<file path="config.mk">
export PLATFORM = sky130hd
export DESIGN_NAME = control_unit_mc
export DESIGN_NICKNAME = d
export VERILOG_FILES = /design/src/rtl/control_unit_mc.sv
export SDC_FILE = /design/constraint.sdc
export NUM_CORES = 1
export LEC_CHECK = 0
export ABC_AREA = 1
export CORE_UTILIZATION = 31
export CTS_BUF_LIST = sky130_fd_sc_hd__clkbuf_4 sky130_fd_sc_hd__clkbuf_8
export DETAILED_ROUTE_END_ITERATION = 10
export GPL_TIMING_DRIVEN = 0
export HOLD_SLACK_MARGIN = 0.06
export PLACE_DENSITY = 0.6
export REMOVE_ABC_BUFFERS = 1
export SYNTH_ARGS = -nofsm -noshare
export SYNTH_HDL_FRONTEND = slang
export SYNTH_SLANG_ARGS = --single-unit
</file>
<file path="constraint.sdc">
create_clock -name clk -period 5 [get_ports clk]
set_clock_uncertainty 0.15 [all_clocks]
set_input_delay 1.5 -clock clk [delete_from_list [all_inputs] [get_ports clk]]
set_output_delay 1.5 -clock clk [all_outputs]
set_load 0.02 [all_outputs]
</file>
<file path="src/rtl/control_unit_mc.sv">
// Multi-cycle decode-stage control unit: decodes scalar, branch and vector
// instructions and sequences multi-beat vector operations while stalling fetch.
module control_unit_mc #(
   parameter int unsigned VEC_BEATS  = 4,
   parameter int unsigned VMEM_BEATS = 4,
   parameter logic [4:0]  PC_REG     = 5'd15,
   parameter int unsigned BEAT_W     = 4
) (
   input  logic              clk,
   input  logic              rst_n,
   input  logic              InstrValid,
   input  logic              Flush,
   input  logic [5:0]        Opcode,
   input  logic [2:0]        Func,
   input  logic [4:0]        Rd,
   output logic              PCSrc,
   output logic              RegWrite,
   output logic              RegWriteV,
   output logic              MemtoReg,
   output logic              MemWrite,
   output logic              ALUSel,
   output logic              Branch,
   output logic              ALUSrc,
   output logic              MemSrc,
   output logic [2:0]        ALUControl,
   output logic [1:0]        FlagWrite,
   output logic [1:0]        ImmSrc,
   output logic [1:0]        RegSrc,
   output logic [1:0]        MemData,
   output logic [BEAT_W-1:0] Beat,
   output logic              Stuck
);

   typedef enum logic {IDLE, BUSY} state_t;

   state_t            state_q, state_d;
   logic [BEAT_W-1:0] counter_q, counter_d;
   logic [5:0]        opcode_q, opcode_d;
   logic [2:0]        func_q, func_d;
   logic [4:0]        rd_q, rd_d;

   logic [5:0]        effOpcode;
   logic [2:0]        effFunc;
   logic [4:0]        effRd;

   logic              decRegWrite, decRegWriteV, decMemWrite, decBranch;
   logic              decMemtoReg, decAluSel, decAluSrc, decMemSrc;
   logic [2:0]        decAluCtrl;
   logic [1:0]        decFlagWrite, decImmSrc, decRegSrc, decMemData;
   logic              isVec, isVmem;

   logic [BEAT_W:0]   beatsN;
   logic              lastBeat;
   logic              enable;
   logic              regWriteG, branchG;

   always_ff @(posedge clk or negedge rst_n) begin
      if (!rst_n) begin
         state_q   <= IDLE;
         counter_q <= '0;
         opcode_q  <= '0;
         func_q    <= '0;
         rd_q      <= '0;
      end else begin
         state_q   <= state_d;
         counter_q <= counter_d;
         opcode_q  <= opcode_d;
         func_q    <= func_d;
         rd_q      <= rd_d;
      end
   end

   // While a vector sequence runs, the latched instruction replaces the live inputs.
   assign effOpcode = (state_q == BUSY) ? opcode_q : Opcode;
   assign effFunc   = (state_q == BUSY) ? func_q   : Func;
   assign effRd     = (state_q == BUSY) ? rd_q     : Rd;

   always_comb begin
      decRegWrite  = 1'b0;
      decRegWriteV = 1'b0;
      decMemWrite  = 1'b0;
      decBranch    = 1'b0;
      decMemtoReg  = 1'b0;
      decAluSel    = 1'b0;
      decAluSrc    = 1'b0;
      decMemSrc    = 1'b0;
      decAluCtrl   = 3'b000;
      decFlagWrite = 2'b00;
      decImmSrc    = 2'b00;
      decRegSrc    = 2'b00;
      decMemData   = 2'b00;
      isVec        = 1'b0;
      isVmem       = 1'b0;
      unique case (effOpcode[5:4])
         2'b00: begin
            if (effOpcode[3:2] == 2'b00) begin
               decRegWrite  = 1'b1;
               decAluSrc    = effOpcode[1];
               decAluCtrl   = effFunc;
               decFlagWrite = effOpcode[0] ? 2'b11 : 2'b00;
            end
         end
         2'b01: begin
            if (effOpcode[3:1] == 3'b000) begin
               decAluSrc  = 1'b1;
               decImmSrc  = 2'b01;
               decAluCtrl = 3'b000;
               if (!effOpcode[0]) begin
                  decRegWrite = 1'b1;
                  decMemtoReg = 1'b1;
               end else begin
                  decMemWrite = 1'b1;
                  decRegSrc   = 2'b10;
               end
            end
         end
         2'b10: begin
            decBranch = 1'b1;
            decImmSrc = 2'b10;
            decRegSrc = 2'b01;
         end
         2'b11: begin
            if (!effOpcode[3]) begin
               decRegWriteV = 1'b1;
               decAluSel    = 1'b1;
               decAluCtrl   = effFunc;
               isVec        = 1'b1;
            end else if (effOpcode[2:1] == 2'b00) begin
               isVec     = 1'b1;
               isVmem    = 1'b1;
               decMemSrc = 1'b1;
               if (!effOpcode[0]) begin
                  decRegWriteV = 1'b1;
                  decMemtoReg  = 1'b1;
                  decMemData   = 2'b01;
               end else begin
                  decMemWrite = 1'b1;
                  decMemData  = 2'b10;
                  decRegSrc   = 2'b10;
               end
            end
         end
         default: ;
      endcase
   end

   assign beatsN   = isVmem ? (BEAT_W+1)'(VMEM_BEATS) : (BEAT_W+1)'(VEC_BEATS);
   assign lastBeat = ({1'b0, counter_q} + (BEAT_W+1)'(1)) >= beatsN;

   // Sequencer plus output gating; reset forces every output low combinationally.
   always_comb begin
      state_d   = state_q;
      counter_d = counter_q;
      opcode_d  = opcode_q;
      func_d    = func_q;
      rd_d      = rd_q;
      enable    = 1'b0;
      Stuck     = 1'b0;
      Beat      = '0;
      unique case (state_q)
         IDLE: begin
            enable = InstrValid && !Flush;
            if (enable && isVec && (beatsN > (BEAT_W+1)'(1))) begin
               Stuck     = 1'b1;
               opcode_d  = Opcode;
               func_d    = Func;
               rd_d      = Rd;
               counter_d = BEAT_W'(1);
               state_d   = BUSY;
            end
         end
         BUSY: begin
            Beat = counter_q;
            if (Flush) begin
               state_d   = IDLE;
               counter_d = '0;
            end else begin
               enable = 1'b1;
               if (lastBeat) begin
                  state_d   = IDLE;
                  counter_d = '0;
               end else begin
                  Stuck     = 1'b1;
                  counter_d = counter_q + BEAT_W'(1);
               end
            end
         end
         default: begin
            state_d   = IDLE;
            counter_d = '0;
         end
      endcase

      regWriteG  = decRegWrite & enable;
      branchG    = decBranch & enable;
      RegWrite   = regWriteG;
      Branch     = branchG;
      RegWriteV  = decRegWriteV & enable;
      MemWrite   = decMemWrite & enable;
      FlagWrite  = decFlagWrite & {2{enable}};
      PCSrc      = branchG | (regWriteG & (effRd == PC_REG));
      MemtoReg   = decMemtoReg;
      ALUSel     = decAluSel;
      ALUSrc     = decAluSrc;
      MemSrc     = decMemSrc;
      ALUControl = decAluCtrl;
      ImmSrc     = decImmSrc;
      RegSrc     = decRegSrc;
      MemData    = decMemData;

      if (!rst_n) begin
         RegWrite   = 1'b0;
         Branch     = 1'b0;
         RegWriteV  = 1'b0;
         MemWrite   = 1'b0;
         FlagWrite  = 2'b00;
         PCSrc      = 1'b0;
         MemtoReg   = 1'b0;
         ALUSel     = 1'b0;
         ALUSrc     = 1'b0;
         MemSrc     = 1'b0;
         ALUControl = 3'b000;
         ImmSrc     = 2'b00;
         RegSrc     = 2'b00;
         MemData    = 2'b00;
         Beat       = '0;
         Stuck      = 1'b0;
      end
   end

endmodule

</file>
==> summary.md <==
| Metric | Value |
|---|---|
| Outcome | completed |
| Tcrit/Tclk final | between 90 and 100% |
| Final core occ | a little under half |
| Count of state elements after synthesis | 19 |
| CP Class | input port to primary output |
| Die H | approximately 68 um |
| Fraction of layout cells with a size suffix above 1 | between 10% and 20% |
| Most Frequent Cell on Critical Path | nand2_1 |
| # setup viols final | 0 |
| Leakage power | between 0.9 and 1 nW |
| Most common cell after layout, fill and taps aside | nand2_1 |
| Max-Slew Margin vs Limit | around 57% |
| Hold_buf cts | 0 |
| DRT Pass-1 Iters | 4 |
| Cell Pwr Density | roughly 280 mW/mm^2 |
| Syn avg cell area | 6.91 sq um |
| Internal power | ~0.34 mW |
| # nets final | 268 |
| Clock latency on the worst-skew pair | 0.26 ns |
| CORE AREA | 0.00409 sq mm |
| WP data required | between 3 and 4 ns |
| TritonCTS clock tree | yes |
| DRT iter0 DRCs | 55 |
| Largest stage delay, worst path | 0.48 ns |
| Most frequent cells in the layout | nand2_1, clkdlybuf4s50_1, nor2_1, dfrtp_1, inv_1 |
| Worst-path fanout max | 5 |
| Top sig layer | met4 |
| Critical path's slowest cell | clkdlybuf4s50_1 |
| Fin cells | 291 |
| Full die area | ~0.0046 sq mm |
| All-Layer GR Usage | roughly 16% |
| Vias per cell | between 4 and 5 |
| Drt drc | 0 |
| WHS | approximately 0.32 ns |
| Rows | 23 |
| Critical Path, Cell by Cell | clkdlybuf4s50_1, o21ai_4, ha_1, nand3_1, nand2_1, nand2_1, a21oi_1, dlygate4sd2_1 |
| Fillers | 437 |
| Longest Clk Path Bufs | 2 |
| CP Data Arrival Time | between 3 and 4 ns |
| Hold WC Path Type | register to register |
| CP Launch Type | input port |
| DR vias | between 1000 and 1500 |
| Initial Util | roughly 33% |
| CTS Buf Count | 3 |
| CTS root buffer | clkbuf_8 |
| Maximum capacitance violations | 0 |
| Die width | approximately 68 um |
| NetSw | 0.192 mW |
| Post-DP HPWL | around 2.4 mm |
| Final WL | 3.47 mm |
| Worst Max-Slew Pin Slew | about 0.64 ns |
| Final WS setup | about 0.12 ns |
| H-tree Lvls | 1 |
| Achievable frequency | roughly 200 MHz |
| Synth Warn # | 0 |
| M1 WL | between 1.5 and 2 mm |
| Post-Place Cells | around 280 |
| Worst IR Drop VDD | between 100 and 150 uV |
| Initial antenna violation count | 0 |
| Final Hold Fails | 0 |
| RSZ-0062 raised after global routing | no |
| Crit path from | Opcode[4] |
| Combinational power share | between 30% and 40% |
| N_diodes | 0 |
| IO Pins | between 40 and 50 |
| Largest net degree at the start of global routing | 28 |
| Place WS | -1.44 ns |
| R2r startpoint | state_q$_DFF_PN0_ |
| Synth unique cells | 24 |
| Clock share of power | between 20% and 30% |
| Routed wl met2 | roughly 1.5 mm |
| Vias in the first global route | 1205 |
| WL per Instance | 11.9 um |
| Met3 routed WL | ~220 um |
| DRT antenna net count | 0 |
| # clock sinks | 19 |
| # port buffers | between 40 and 50 |
| First-pass GRT wire length | 5.58 mm |
| Area growth from synthesis to layout | 39.6% |
| Min Tclk post-route | approximately 4.9 ns |
| Synth Instances | just under 200 |
| Clock Pin Slew Worst Setup and Hold Paths | 0.08 ns |
| Slew Viols, Final | 0 |
| Switching Fraction | between 30% and 40% |
| Routability cong. | 0.790 |
| Sequential share of power | between 40% and 50% |
| Fraction of the yosys area taken by sequential cells | between 30% and 40% |
| Grt ovf | 0 |
| Synth Cell Area | around 0.0013 sq mm |
| Setup crit end kind | primary output |
| Hold Startpoint | func_q[0]$_DFFE_PN0P_ |
cell usage after synthesis:
master,n,area (sq um)
o21ai_2,1,8.76
or2_2,3,18.8
a21oi_2,1,8.76
o21ai_4,1,16.3
buf_6,1,11.3
nand3_4,1,17.5
and2_1,1,6.26
nand2_2,1,6.26
clkbuf_1,2,7.51
nand3_1,11,55.1
nand2_1,67,251
a21oi_1,6,30.0
nor3_1,2,10.0
o21ai_0,6,30.0
nand4_1,16,100
inv_2,1,3.75
buf_1,1,3.75
buf_2,2,10.0
dfrtp_1,19,475
inv_1,19,71.3
buf_4,2,15.0
a211oi_1,1,7.51
nor2_1,22,82.6
ha_1,8,100
cell type report:
class	count	area, sq um	area share, %
clock buffer	4	48.8	2.59
multi-input combinational	148	777	41.3
timing repair buffer	50	442	23.5
sequential	19	475	25.3
inverter	20	75.1	3.99
tap	50	62.6	3.33
logic make-up after synthesis:
| kind of cell | synth area share, % |
|---|---|
| AO/OA/AOI/OAI | 7.52 |
| adder cells (fa/ha/maj) | 7.43 |
| buffers and inverters | 9.10 |
| flip-flops | 35.3 |
| AND/OR/NAND/NOR | 40.7 |
through the flow:
step / instance area [sq um] / TNS, ns / total power [mW]
global route: 1880 / 0 / 0.582
floorplan: 1300 / 0 / 0.352
global placement: 1780 / -15.64 / 0.409
finish: 1880 / 0 / 0.535
detailed placement: 1780 / -15.71 / 0.413
CTS: 1840 / -0.0186 / 0.527
what timing repair did:
item	in CTS	in global routing
setup buffers	1	7
gates resized for setup	30	17
setup endpoints to repair	25	11
pin swaps	1	1
state kept, by name (all words and copies together), names as in the netlist:
name / cells
opcode_q: 6
counter_q: 4
func_q: 3
rd_q: 5
state_q: 1
metal layers:
metal / track usage (%) / vias to the layer above
met3: 3.33 / 4
met1: 21.8 / 626
li1: - / 721
met5: 0 / -
met4: 3.91 / 0
met2: 26.1 / 40
power groups by stage:
stage          sequential (mW)  clock, mW  combinational [mW]
2_1_floorplan            0.238          0               0.114
3_3_place_gp             0.245          0               0.164
3_5_place_dp             0.245          0               0.168
4_1_cts                  0.243      0.115               0.169
5_1_grt                  0.252      0.124               0.205
6_report                 0.244      0.115               0.177
worst max-delay path: cells and delay by family:
kind / cells / cell delay [ns]
AO/OA/AOI/OAI: 2 / 0.36
AND/OR/NAND/NOR: 3 / 0.32
adder cells (fa/ha/maj): 1 / 0.22
buffers and inverters: 2 / 0.82
final timing paths:
| kind | endpoint | slack (ns) | cells after the start |
|---|---|---|---|
| worst max-delay path | ALUControl[2] | 0.12 | 8 |
| max in group asynchronous | rd_q[1]$_DFFE_PN0P_ | 3.09 | 1 |
| min in group asynchronous | opcode_q[4]$_DFFE_PN0P_ | 1.19 | 1 |
| worst min-delay path | func_q[0]$_DFFE_PN0P_ | 0.32 | 2 |
| worst max register to register | counter_q[3]$_DFFE_PN0P_ | 2.20 | 11 |
| worst min register to register | func_q[0]$_DFFE_PN0P_ | 0.32 | 2 |
Power figures use the tool's default switching activity.
